## src/rtl/mem_arbiter_pkg.sv

```systemverilog
// Shared encodings for the instruction/data memory arbiter.
package mem_arbiter_pkg;

  typedef enum logic [1:0] {
    StIdle = 2'd0,
    StAddr = 2'd1,
    StData = 2'd2
  } state_e;

  typedef enum logic [1:0] {
    SizeByte = 2'd0,
    SizeHalf = 2'd1,
    SizeWord = 2'd2
  } size_e;

  typedef enum logic {
    OwnInst = 1'b0,
    OwnData = 1'b1
  } owner_e;

  // Everything latched onto the shared memory port at grant time.
  typedef struct packed {
    logic        wr;
    logic [1:0]  size;
    logic [3:0]  wstrb;
    logic [31:0] addr;
    logic [31:0] wdata;
  } mreq_t;

endpackage

```

## src/rtl/mem_arbiter_arb_pick.sv

```systemverilog
// Priority and starvation decision: data wins unless inst has been passed over StarveLimit times.
module arb_pick
  import mem_arbiter_pkg::*;
#(
  parameter int unsigned StarveLimit = 4,
  localparam int unsigned CntW = $clog2(StarveLimit + 1)
) (
  input  logic            inst_req_i,
  input  logic            data_req_i,
  input  logic [CntW-1:0] starve_cnt_i,
  output logic            grant_o,
  output owner_e          owner_o,
  output logic [CntW-1:0] starve_cnt_o
);

  logic starve_full;

  assign starve_full = (starve_cnt_i == CntW'(StarveLimit));

  always_comb begin
    grant_o      = inst_req_i | data_req_i;
    owner_o      = OwnInst;
    starve_cnt_o = starve_cnt_i;
    if (data_req_i && !(starve_full && inst_req_i)) begin
      owner_o = OwnData;
      if (inst_req_i && !starve_full) begin
        starve_cnt_o = starve_cnt_i + CntW'(1);
      end
    end else if (inst_req_i) begin
      owner_o      = OwnInst;
      starve_cnt_o = '0;
    end
  end

endmodule

```

## src/rtl/mem_arbiter.sv

```systemverilog
// Two-master arbiter onto a single split address/data memory port, one transaction in flight.
module mem_arbiter
  import mem_arbiter_pkg::*;
#(
  parameter int unsigned StarveLimit = 4
) (
  input  logic        clk_i,
  input  logic        rst_ni,
  input  logic        inst_req_i,
  input  logic        inst_wr_i,
  input  logic [1:0]  inst_size_i,
  input  logic [3:0]  inst_wstrb_i,
  input  logic [31:0] inst_addr_i,
  input  logic [31:0] inst_wdata_i,
  output logic        inst_addr_ok_o,
  output logic        inst_data_ok_o,
  output logic [31:0] inst_rdata_o,
  input  logic        data_req_i,
  input  logic        data_wr_i,
  input  logic [1:0]  data_size_i,
  input  logic [3:0]  data_wstrb_i,
  input  logic [31:0] data_addr_i,
  input  logic [31:0] data_wdata_i,
  output logic        data_addr_ok_o,
  output logic        data_data_ok_o,
  output logic [31:0] data_rdata_o,
  output logic        m_req_o,
  output logic        m_wr_o,
  output logic [1:0]  m_size_o,
  output logic [3:0]  m_wstrb_o,
  output logic [31:0] m_addr_o,
  output logic [31:0] m_wdata_o,
  input  logic        m_addr_ok_i,
  input  logic        m_data_ok_i,
  input  logic [31:0] m_rdata_i
);

  localparam int unsigned CntW = $clog2(StarveLimit + 1);

  state_e          state_q, state_d;
  owner_e          owner_q, owner_d;
  logic [CntW-1:0] starve_q, starve_d;
  logic            m_req_q, m_req_d;
  mreq_t           mreq_q, mreq_d;

  logic            pick_grant;
  owner_e          pick_owner;
  logic [CntW-1:0] pick_starve;
  mreq_t           inst_fields, data_fields;

  assign inst_fields = '{wr: inst_wr_i, size: inst_size_i, wstrb: inst_wstrb_i,
                         addr: inst_addr_i, wdata: inst_wdata_i};
  assign data_fields = '{wr: data_wr_i, size: data_size_i, wstrb: data_wstrb_i,
                         addr: data_addr_i, wdata: data_wdata_i};

  arb_pick #(
    .StarveLimit(StarveLimit)
  ) u_arb_pick (
    .inst_req_i  (inst_req_i),
    .data_req_i  (data_req_i),
    .starve_cnt_i(starve_q),
    .grant_o     (pick_grant),
    .owner_o     (pick_owner),
    .starve_cnt_o(pick_starve)
  );

  always_comb begin
    state_d        = state_q;
    owner_d        = owner_q;
    starve_d       = starve_q;
    m_req_d        = m_req_q;
    mreq_d         = mreq_q;
    inst_addr_ok_o = 1'b0;
    data_addr_ok_o = 1'b0;
    inst_data_ok_o = 1'b0;
    data_data_ok_o = 1'b0;
    unique case (state_q)
      StIdle: begin
        if (pick_grant) begin
          owner_d  = pick_owner;
          starve_d = pick_starve;
          mreq_d   = (pick_owner == OwnData) ? data_fields : inst_fields;
          m_req_d  = 1'b1;
          state_d  = StAddr;
        end
      end
      StAddr: begin
        if (m_addr_ok_i) begin
          inst_addr_ok_o = (owner_q == OwnInst);
          data_addr_ok_o = (owner_q == OwnData);
          m_req_d        = 1'b0;
          state_d        = StData;
        end
      end
      StData: begin
        if (m_data_ok_i) begin
          inst_data_ok_o = (owner_q == OwnInst);
          data_data_ok_o = (owner_q == OwnData);
          state_d        = StIdle;
        end
      end
      default: begin
        m_req_d = 1'b0;
        state_d = StIdle;
      end
    endcase
  end

  always_ff @(posedge clk_i or negedge rst_ni) begin
    if (!rst_ni) begin
      state_q  <= StIdle;
      owner_q  <= OwnInst;
      starve_q <= '0;
      m_req_q  <= 1'b0;
      mreq_q   <= '0;
    end else begin
      state_q  <= state_d;
      owner_q  <= owner_d;
      starve_q <= starve_d;
      m_req_q  <= m_req_d;
      mreq_q   <= mreq_d;
    end
  end

  assign m_req_o      = m_req_q;
  assign m_wr_o       = mreq_q.wr;
  assign m_size_o     = mreq_q.size;
  assign m_wstrb_o    = mreq_q.wstrb;
  assign m_addr_o     = mreq_q.addr;
  assign m_wdata_o    = mreq_q.wdata;
  assign inst_rdata_o = m_rdata_i;
  assign data_rdata_o = m_rdata_i;

endmodule

```

## config.mk

```make
export PLATFORM = sky130hd
export DESIGN_NAME = mem_arbiter
export DESIGN_NICKNAME = d
export VERILOG_FILES = /design/src/rtl/mem_arbiter_pkg.sv /design/src/rtl/mem_arbiter_arb_pick.sv /design/src/rtl/mem_arbiter.sv
export SDC_FILE = /design/constraint.sdc
export NUM_CORES = 1
export LEC_CHECK = 0
export ABC_AREA = 1
export CAP_MARGIN = 10
export CELL_PAD_IN_SITES_DETAIL_PLACEMENT = 0
export CELL_PAD_IN_SITES_GLOBAL_PLACEMENT = 1
export CORE_UTILIZATION = 24
export CTS_CLUSTER_DIAMETER = 80
export DETAILED_ROUTE_END_ITERATION = 10
export PLACE_DENSITY = 0.86
export REMOVE_ABC_BUFFERS = 1
export SETUP_SLACK_MARGIN = 0.2
export SKIP_CTS_REPAIR_TIMING = 1
export SLEW_MARGIN = 30
export SYNTH_ARGS = -nofsm -noshare
export SYNTH_HDL_FRONTEND = slang
export SYNTH_SLANG_ARGS = --single-unit
```

## constraint.sdc

```tcl
create_clock -name clk_i -period 2.1 [get_ports clk_i]
set_clock_uncertainty 0.1 [all_clocks]
set_input_delay 0.315 -clock clk_i [delete_from_list [all_inputs] [get_ports clk_i]]
set_output_delay 0.315 -clock clk_i [all_outputs]
set_load 0.005 [all_outputs]
```

After elaboration in Yosys (flattened, before gate mapping)
Index checks and enable logic that the tools add are counted.

word-level totals
  register bits = 78
  input bits = 180
  output and inout bits = 140
  word-level logic and storage cells = 51

operators by class
  add/sub/neg operators = 1
  equal/unequal tests = 7
  mux-type cells = 20
  bitwise operators = 3
  reduce and logical (&&, ||, !) cells = 11

operator list
  kind                   number
  $mux W71               1
  $mux W1                11
  $mux W3                3
  $ne A2 B2 Y1 const B   4
  $mux W2                3
  $pmux W2 S3            1
  $reduce_and A3 Y1      2
  $reduce_and A4 Y1      1
  $add A3 B1 Y3 const B  1
  $eq A3 B3 Y1 const B   1
  $logic_and A1 B1 Y1    3
  $pmux W1 S3            1
  $eq A2 B1 Y1 const B   1
  $eq A2 B2 Y1 const B   1
  $logic_not A1 Y1       2
  $logic_not A2 Y1       1
  $not A1 Y1             2
  $reduce_and A2 Y1      1
  $reduce_bool A2 Y1     1
  $or A1 B1 Y1           1

Depth between registers and ports, before layout
  depth in word-level cells = 6
  depth in mapped cells = 9
  mapped depth without buffers = 7

Hierarchy
From an unflattened synthesis, not the netlist that was laid out.

second synthesis, totals
  cells, all modules = 662
  area total of the unflattened synthesis = 4,459.3 sq um

by module, submodules not included
  module       instances  cells an instance  area each (sq um)  seq. area each (sq um)
  mem_arbiter  1          633                4,324.1            1,951.9
  arb_pick     1          29                 135.1              0.0

Least setup slack after synthesis
Ideal clock, no wire load.

  path kind = flip-flop to flip-flop
  start = register starve_q[0]
  end = register mreq_q (netlist bit m_addr_o[11])
  setup time = 0.118 ns
  arrival time = 1.261 ns
  required time = 1.882 ns
  path slack = 0.621 ns
  stages on the path, launching flop included = 10
  path buffers = 2
  clock period less this slack = 1.479 ns
  path through = dfrtp_1 inv_1 ha_1 nand3_2 nand2_1 buf_4 buf_4 nand2_1 nand3_1 nand2_1

between the ends
  cells in the longest elaborated chain, start to end = 6

ends and longest elaborated chain
  what                      line                        text
  start: declaration        mem_arbiter.sv:42           logic [CntW-1:0] starve_q, starve_d;
  start signal: assignment  mem_arbiter.sv:119          starve_q <= starve_d;
  $eq A3 B3 Y1              mem_arbiter_arb_pick.sv:18  assign starve_full = (starve_cnt_i == CntW'(StarveLimit));
  $logic_and A1 B1 Y1       mem_arbiter_arb_pick.sv:24  if (data_req_i && !(starve_full && inst_req_i)) begin
  $logic_not A1 Y1          mem_arbiter_arb_pick.sv:24
  $logic_and A1 B1 Y1       mem_arbiter_arb_pick.sv:24
  $mux W1                   mem_arbiter_arb_pick.sv:24
  $mux W71                  mem_arbiter.sv:82           mreq_d = (pick_owner == OwnData) ? data_fields : inst_fields;
  end signal: assignment    mem_arbiter.sv:121          mreq_q <= mreq_d;
  end: declaration          mem_arbiter.sv:44           mreq_t mreq_q, mreq_d;

No other way between the ends.
A chain may end at the register's enable or synchronous reset.

Worst setup path after layout
  start = register starve_q[0]
  end = register mreq_q (netlist bit m_addr_o[12])

Same word-level chain as after synthesis.

==> flow_summary.ini <==
[routing]
vias_per_cell = 4.13
drt_iter0_drc = 204
wirelength_mm = 17.0
via_count = 4736
drc = 0
wl_per_cell_um = 14.8
dr.pass1.iters = 4
drtAntennaViolNets = 0

[setup_path]
end_kind = register
r2r_end = m_addr_o[12]
startpoint = starve_q[0]
r2r_setup_slack_ns = 0.43
critPathLaunchType = register
path_max_fanout = 33
rr_startpoint = starve_q[0]
reg2reg_depth = 7
crit_required_ns = 2.23
path_class = register to register
crit_arrival_ns = 1.79

[power]
ir_worst_vdd_mv = 0.568
p_leak_nw = 3.93
power.density_mw_per_mm2 = 1130

[timing]
setup_viol = 0
fmax_mhz = 600
finalHoldViolations = 0
fin_crit_sh_pct = 79.4
timing_max_transition_violations_final = 0
whs_ns = 0.348
max-slew-margin-rel_pct = 74.2
fin_setup_tns_ns = 0
fin_crit_ns = 1.67
tightest_slew_ns = 0.388
rsz0062_at_grt = no

[floorplanning]
initial_core_util_pct = 24.4
row_count = 52
die_w_um = 145
core_mm2 = 0.0202
die-area_mm2 = 0.0211
dieHeight_um = 145
ios = 320

[global_route]
grt_pass1_wl_mm = 26.8
grt_max_degree = 48
grt_overflow_total = 0
grt_pass1_vias = 4757
grt_use_total_pct = 16.6
antenna_found_initial = 0

[status]
status = finished clean

[synth]
avgSynthCellArea_um2 = 6.79
yosysUniqueCellTypes = 19
yosysTopAreaCell = dfrtp_1
yosysWarnings = 0
ys_ff_latch = 78
synthCells = 725
ys_seq_area_share_pct = 39.7
netlist_area_mm2 = 0.00492
yosys.area.top_type_share_pct = 39.7
synth_area_leaders = dfrtp_1, nand2_1, nand3_1

[place]
gp_congestion = 0.733
portBuffers = 223
dp_hpwl_mm = 12.3
placed_cell_area_mm2 = 0.00697

[run]
cap_violations = 0

[clocking]
ctsRootBufferMaster = clkbuf_16
numCtsBuffers = 9
cts_tree = yes
cts_sinks = 78
cts_buffer_depth = 2
clkTransAtPathRegs_ns = 0.06
htree_levels = 3
worstSkewPairLatency_ns = 0.33

[layout]
antenna_cells = 0
fin_area_mm2 = 0.00732
nets = 1053
multi_input_area_mm2 = 0.00172
area_growth_pct = 48.8
drive_gt1_share_pct = 4.79
fill_cells = 2164
regArea_mm2 = 0.00195

[hold_path]
hold_class = input port to asynchronous set/reset pin
cells in the mapped netlist:
cell type / count
nand2_1: 233
inv_1: 151
nand3_1: 144
dfrtp_1: 78
buf_4: 77
buf_2: 9
buf_1: 7
clkbuf_1: 7
nor2_1: 4
buf_6: 2
ha_1: 2
inv_2: 2
nor2_2: 2
nor3_1: 2
nand3_2: 1
nand3b_1: 1
nor2_4: 1
o21ai_0: 1
o21ai_1: 1
layout make-up:
cell class	count	share of cell area [%]
Clock inverter	3	0.581
Inverter	153	7.84
Clock buffer	13	3.55
Multi-Input combinational cell	392	23.5
Tap cell	270	4.61
Sequential cell	78	26.7
Timing Repair Buffer	237	33.2
layout by cell type (no fill, tap or decap), types with 4 or more instances in the layout:
| cell | netlist | final |
|---|---|---|
| dlymetal6s2s_1 | 0 | 4 |
| nand2_1 | 233 | 231 |
| clkdlybuf4s50_1 | 0 | 217 |
| nand3_1 | 144 | 143 |
| buf_4 | 77 | 7 |
| buf_12 | 0 | 7 |
| inv_1 | 151 | 150 |
| nor2_1 | 4 | 4 |
| clkbuf_16 | 0 | 9 |
| dfrtp_1 | 78 | 77 |
sequential cells by signal (all words and copies together), names as in the netlist:
| register | count |
|---|---|
| m_addr_o | 32 |
| m_wdata_o | 32 |
| m_wstrb_o | 4 |
| starve_q | 3 |
| m_size_o | 2 |
| state_q | 2 |
| m_req_o | 1 |
| m_wr_o | 1 |
| owner_q | 1 |
power by group:
group          internal [mW]  total (mW)  switching, mW
Clock                  0.985        1.59          0.608
Sequential              2.27        2.70          0.435
Combinational           2.13        3.96           1.83
Total                   5.38        8.25           2.87
per-layer routing:
layer	wire (um)	share of wire [%]	GRT usage, %	vias to the layer above
li1	-	-	-	2381
met1	7990	47	22.0	2149
met2	7170	42	24.0	195
met3	1690	9.9	7.20	11
met4	167	0.98	4.89	0
met5	0	0	2.86	-
worst max-delay path, cell delays in order (launching register included):
cell and delay [ns]:
dfrtp_1 0.37, inv_1 0.07, ha_1 0.22, nand3_4 0.11
buf_4 0.36, nand3_1 0.16, nand3_1 0.11, nand2_1 0.05
logic make-up (layout without fill, tap and decap cells):
| kind of cell | after synthesis | in the layout | share of synthesized area (%) |
|---|---|---|---|
| AO/OA/AOI/OAI | 2 | 2 | 0.203 |
| flip-flops | 78 | 78 | 39.7 |
| AND/OR/NAND/NOR | 388 | 388 | 33.8 |
| buffers and inverters | 255 | 406 | 25.9 |
| adder cells (fa/ha/maj) | 2 | 2 | 0.508 |
per-stage QoR:
step | utilization (%) | setup slack, ns | total power, mW | cells
floorplan | - | -1.18 | 4.19 | 623
global placement | 34.6 | 0.119 | 6.66 | 1128
detailed placement | 34.6 | 0.133 | 6.71 | 1128
CTS | 36.1 | 0.0786 | 8.39 | 1144
global route | 36.3 | 0.277 | 8.94 | 1146
finish | 36.3 | 0.433 | 8.25 | 1146
worst max-delay path by stage:
stage                      to  slack, ns  cells past startpoint
3_5_place_dp   data_data_ok_o       0.13                      4
3_3_place_gp   data_data_ok_o       0.12                      4
4_1_cts        data_data_ok_o       0.08                      4
2_1_floorplan     starve_q[0]      -1.18                      7
5_1_grt         m_wdata_o[19]       0.28                      7
6_report         m_addr_o[12]       0.43                      7
Note: power is estimated with default switching activity, not from simulation.
